[src/rtl/instruction_queue_pkg.sv]
// Shared constants for the fetch-to-decode instruction queue.
package instruction_queue_pkg;

    localparam int unsigned IqWordWidth    = 32;
    localparam int unsigned IqDefaultDepth = 4;
    localparam logic [31:0] IqEmptyWord    = 32'h0;

endpackage

[src/rtl/instruction_queue.sv]
// Show-ahead FIFO of {PC, instruction} pairs between fetch and decode.
// full backpressures fetch; flush (branch taken) empties the queue.
module instruction_queue
    import instruction_queue_pkg::*;
#(
    parameter int unsigned DEPTH = IqDefaultDepth,
    parameter int unsigned WIDTH = IqWordWidth
) (
    input  logic                     clk,
    input  logic                     rst,
    input  logic                     in_valid,
    input  logic [WIDTH-1:0]         in_pc,
    input  logic [WIDTH-1:0]         in_instruction,
    output logic                     full,
    input  logic                     flush,
    input  logic                     freeze,
    output logic                     out_valid,
    output logic [WIDTH-1:0]         out_pc,
    output logic [WIDTH-1:0]         out_instruction,
    output logic [$clog2(DEPTH):0]   count
);

    localparam int unsigned PtrW = $clog2(DEPTH);
    localparam int unsigned CntW = PtrW + 1;

    logic [WIDTH-1:0] pc_mem_q    [DEPTH];
    logic [WIDTH-1:0] instr_mem_q [DEPTH];

    logic [PtrW-1:0] wr_ptr_q, wr_ptr_d;
    logic [PtrW-1:0] rd_ptr_q, rd_ptr_d;
    logic [CntW-1:0] count_q, count_d;

    logic push;
    logic pop;

    assign full      = (count_q == CntW'(DEPTH));
    assign out_valid = (count_q != '0);
    assign count     = count_q;

    // full is evaluated before any same-cycle pop, so a full queue rejects pushes.
    assign push = in_valid & ~full & ~flush;
    assign pop  = out_valid & ~freeze & ~flush;

    always_comb begin
        out_pc          = WIDTH'(IqEmptyWord);
        out_instruction = WIDTH'(IqEmptyWord);
        if (out_valid) begin
            out_pc          = pc_mem_q[rd_ptr_q];
            out_instruction = instr_mem_q[rd_ptr_q];
        end
    end

    always_comb begin
        wr_ptr_d = wr_ptr_q;
        rd_ptr_d = rd_ptr_q;
        count_d  = count_q;
        if (flush) begin
            wr_ptr_d = '0;
            rd_ptr_d = '0;
            count_d  = '0;
        end else begin
            if (push) begin
                wr_ptr_d = wr_ptr_q + PtrW'(1);
            end
            if (pop) begin
                rd_ptr_d = rd_ptr_q + PtrW'(1);
            end
            unique case ({push, pop})
                2'b10:   count_d = count_q + CntW'(1);
                2'b01:   count_d = count_q - CntW'(1);
                default: count_d = count_q;
            endcase
        end
    end

    always_ff @(posedge clk) begin
        if (rst) begin
            wr_ptr_q <= '0;
            rd_ptr_q <= '0;
            count_q  <= '0;
        end else begin
            wr_ptr_q <= wr_ptr_d;
            rd_ptr_q <= rd_ptr_d;
            count_q  <= count_d;
        end
    end

    // Storage is never reset; stale words are masked by out_valid.
    always_ff @(posedge clk) begin
        if (push && !rst) begin
            pc_mem_q[wr_ptr_q]    <= in_pc;
            instr_mem_q[wr_ptr_q] <= in_instruction;
        end
    end

endmodule

[config.mk]
export PLATFORM = sky130hd
export DESIGN_NAME = instruction_queue
export DESIGN_NICKNAME = d
export VERILOG_FILES = /design/src/rtl/instruction_queue_pkg.sv /design/src/rtl/instruction_queue.sv
export SDC_FILE = /design/constraint.sdc
export NUM_CORES = 1
export LEC_CHECK = 0
export BUFFER_PORTS_ARGS = -buffer_cell sky130_fd_sc_hd__buf_2
export CORE_ASPECT_RATIO = 1.2
export CORE_MARGIN = 8
export CORE_UTILIZATION = 60
export CTS_CLUSTER_SIZE = 24
export DETAILED_ROUTE_END_ITERATION = 16
export PLACE_DENSITY = 0.92
export SYNTH_ARGS = -nofsm -noshare
export SYNTH_HDL_FRONTEND = slang
export SYNTH_SLANG_ARGS = --single-unit
[constraint.sdc]
create_clock -name clk -period 13.21 [get_ports clk]
set_input_delay 2.642 -clock clk [delete_from_list [all_inputs] [get_ports clk]]
set_output_delay 2.642 -clock clk [all_outputs]
set_load 0.01 [all_outputs]
==> flow_summary.ini <==
[placed_design]
dpl_cell_area_um2 = 11080
dp_slack_ns = 7.684
hpwlAfterDp_mm = 11.81
gp_congestion = 0.7255
numPortBuffers = 137

[timing]
period_minus_slack_ns = 5.483
hold_violations = 0
drv_slew = 0
setup_violations = 0
worst_pin_slew_ns = 1.079
clock.fmax_mhz = 182.4
tns_ns = 0
relSlewSlack_pct = 28.00
fin_ws_ns = 7.727
fin_skew_ns = 0.005321
rsz0062_at_grt = no
period_share_pct = 41.51

[routing]
dr.first_iter.drc_count = 309
first_pass_iters = 5
viasPerCell = 5.824
routed_wirelength_mm = 19.11
post_drt_wl_per_cell_um = 22.70
vias = 4904
final_antenna_net_count = 0
drc = 0

[setup_path]
crit_cells = 4
r2r_end = instr_mem_q[1][8]$_DFFE_PP_
crit_family = buffers and inverters
arrival_ns = 2.84
cp_slowest_stage_delay_ns = 0.78
cp.required_ns = 10.57
path_class = reg -> out
crit_fanout = 45
startpoint_type = flip-flop
reg2reg_slack_ns = 10.03
crit_buf_inv = 2
cp_cell_sequence = buf_4 -> mux4_2 -> and2_1 -> buf_2
reg2reg_from = count[0]$_SDFFE_PP0P_
r2r.worst_path.cells = 4
cp-end-kind = output pin
critical_path.endpoint = out_pc[14]
slowest_stage = buf_4

[synthesis]
synth_top_family_by_area = multiplexers
synthSimpleGateAreaFrac_pct = 5.305
synth_commonest_cells = edfxtp_1 (256), and2_1 (64), mux4_2 (64), dfxtp_1 (9), clkbuf_1 (8)
avgSynthCellArea_um2 = 22.20
synth-edff-count = 256
synth_cells = 461
synth-adder-area-share_pct = 0.8067
yosys.area.top_type_share_pct = 75.10
synth_area_um2 = 10240
synth_top_cell_by_area = edfxtp_1
synth-seq-area-share_pct = 76.86
synthXorXnorAreaFrac_pct = 0.1711
synth_seq_cells = 265
yosysMostFrequentCell = edfxtp_1
synth_compound_area_share_pct = 0.3912
ys_warn_count = 0
yosysUniqueCellTypes = 27
synth.mux.area_fraction_pct = 14.28
syn_nets = 536
yosys-top-cells-area = edfxtp_1 (75%), mux4_2 (14%), and2_1 (3.9%)
async_reset_ff_share_pct = 0
synth_top_flop_cell = edfxtp_1

[clock_tree]
cts_tree = done
root_buffer = clkbuf_16
path_clk_slew_ns = 0.06
clk_path_buf_depth = 3
cts_sinks = 265
cts_max_level = 1
cts_buffers = 24
cts_setup_buffers = 0
holdBufCountCts = 0
clk_latency_ns = 0.50
ctsResizeCount = 0

[floorplanning]
start_util_pct = 60.98
num_rows = 52
io_pins = 138
die_w_um = 135.2
die_h_um = 159.1
core_area_um2 = 16790
die_area_um2 = 21510

[finish]
area_delta_synth_final_pct = 15.62
nFillCells = 1033
layout-drive-gt1-share_pct = 39.62
antennaDiodeCount = 0
fin_area_um2 = 11840
nets = 683

[global_route]
grt.overflow.total = 0
antenna_found_initial = 3
first_global_vias = 5478
grt_max_degree = 66
grt_first_pass_wirelength_mm = 29.52
grt_usage_pct = 17.74

[power_and_ir_drop]
power_density_nw_per_um2 = 139.5
ir_drop_uv = 94.44
power_leakage_nw = 4.073

[run_status]
outcome = complete, no violations

[min_path]
min_path_cells = 2
hp-class = reg -> reg

[flow_run]
maxCapViolCount = 0
## power breakdown
group | switching [mW] | leakage [nW] | internal (mW)
clock network | 0.278 | 0.362 | 0.386
logic | 0.0320 | 1.32 | 0.0241
registers | 0.00268 | 2.39 | 0.929
total | 0.313 | 4.07 | 1.34
## tightest hold or removal path, stage by stage (launching register included)
cell     delay [ns]
dfxtp_1        0.31
o21ai_0        0.07
a21oi_1        0.07
## cells by family after synthesis
group                    Yosys count
AND/OR/NAND/NOR                   85
AO/OA/AOI/OAI                      8
buffers and inverters             29
adder cells (fa/ha/maj)            6
multiplexers                      66
XOR/XNOR                           2
flip-flops                       265
## stage by stage
| step | hold slack, ns | utilization, % | std cells | total power [mW] |
|---|---|---|---|---|
| 4_1_cts | 0.4932 | 70.51 | 842 | 1.664 |
| 5_1_grt | 0.5079 | 70.51 | 842 | 1.698 |
| 2_1_floorplan | 0.4591 | - | 461 | 0.9760 |
| 3_5_place_dp | 0.4814 | 65.98 | 798 | 1.006 |
| 3_3_place_gp | 0.4572 | 65.98 | 798 | 1.002 |
| 6_report | 0.5024 | 70.51 | 842 | 1.651 |
## cells in the final DEF, fill, tap and decap left out, drive strengths merged, types with 4 or more instances in the layout
cell type	instances
a21oi	5
and2	64
buf	144
clkbuf	32
clkinv	8
dfxtp	9
edfxtp	256
ha	5
inv	6
mux4	64
nand2	4
nor2	4
nor3b	5
## worst min path at each step
stage	slack, ns	start	end
2_1_floorplan	0.46	rd_ptr_q[1]$_SDFFE_PP0P_	flip-flop
3_3_place_gp	0.46	rd_ptr_q[1]$_SDFFE_PP0P_	flip-flop
3_5_place_dp	0.48	rd_ptr_q[1]$_SDFFE_PP0P_	flip-flop
4_1_cts	0.49	rd_ptr_q[1]$_SDFFE_PP0P_	flip-flop
5_1_grt	0.51	rd_ptr_q[1]$_SDFFE_PP0P_	flip-flop
6_report	0.50	rd_ptr_q[1]$_SDFFE_PP0P_	flip-flop
## layer usage
metal / part of all wire [%] / GRT usage, % / vias up
met5: 0.18 / 0 / -
met4: 2.5 / 6.171 / 6
met3: 7.1 / 4.230 / 40
met2: 53 / 31.03 / 182
met1: 37 / 20.82 / 2529
li1: - / - / 2147
## layout make-up
type / count / area [um2] / area share (%)
clock buffer: 32 / 651.9 / 5.508
multi-input combinational: 167 / 2170 / 18.33
clock inverter: 12 / 107.6 / 0.9092
timing repair buffer: 144 / 738.2 / 6.237
inverter: 6 / 22.52 / 0.1903
sequential: 265 / 7875 / 66.54
tap: 216 / 270.3 / 2.284
## sequential cells by signal, indices dropped and copies added, names as in the netlist, named ones only
name / cells
count: 3
instr_mem_q: 128
pc_mem_q: 128
rd_ptr_q: 2
wr_ptr_q: 2
Note: power is estimated with default switching activity, not from simulation.
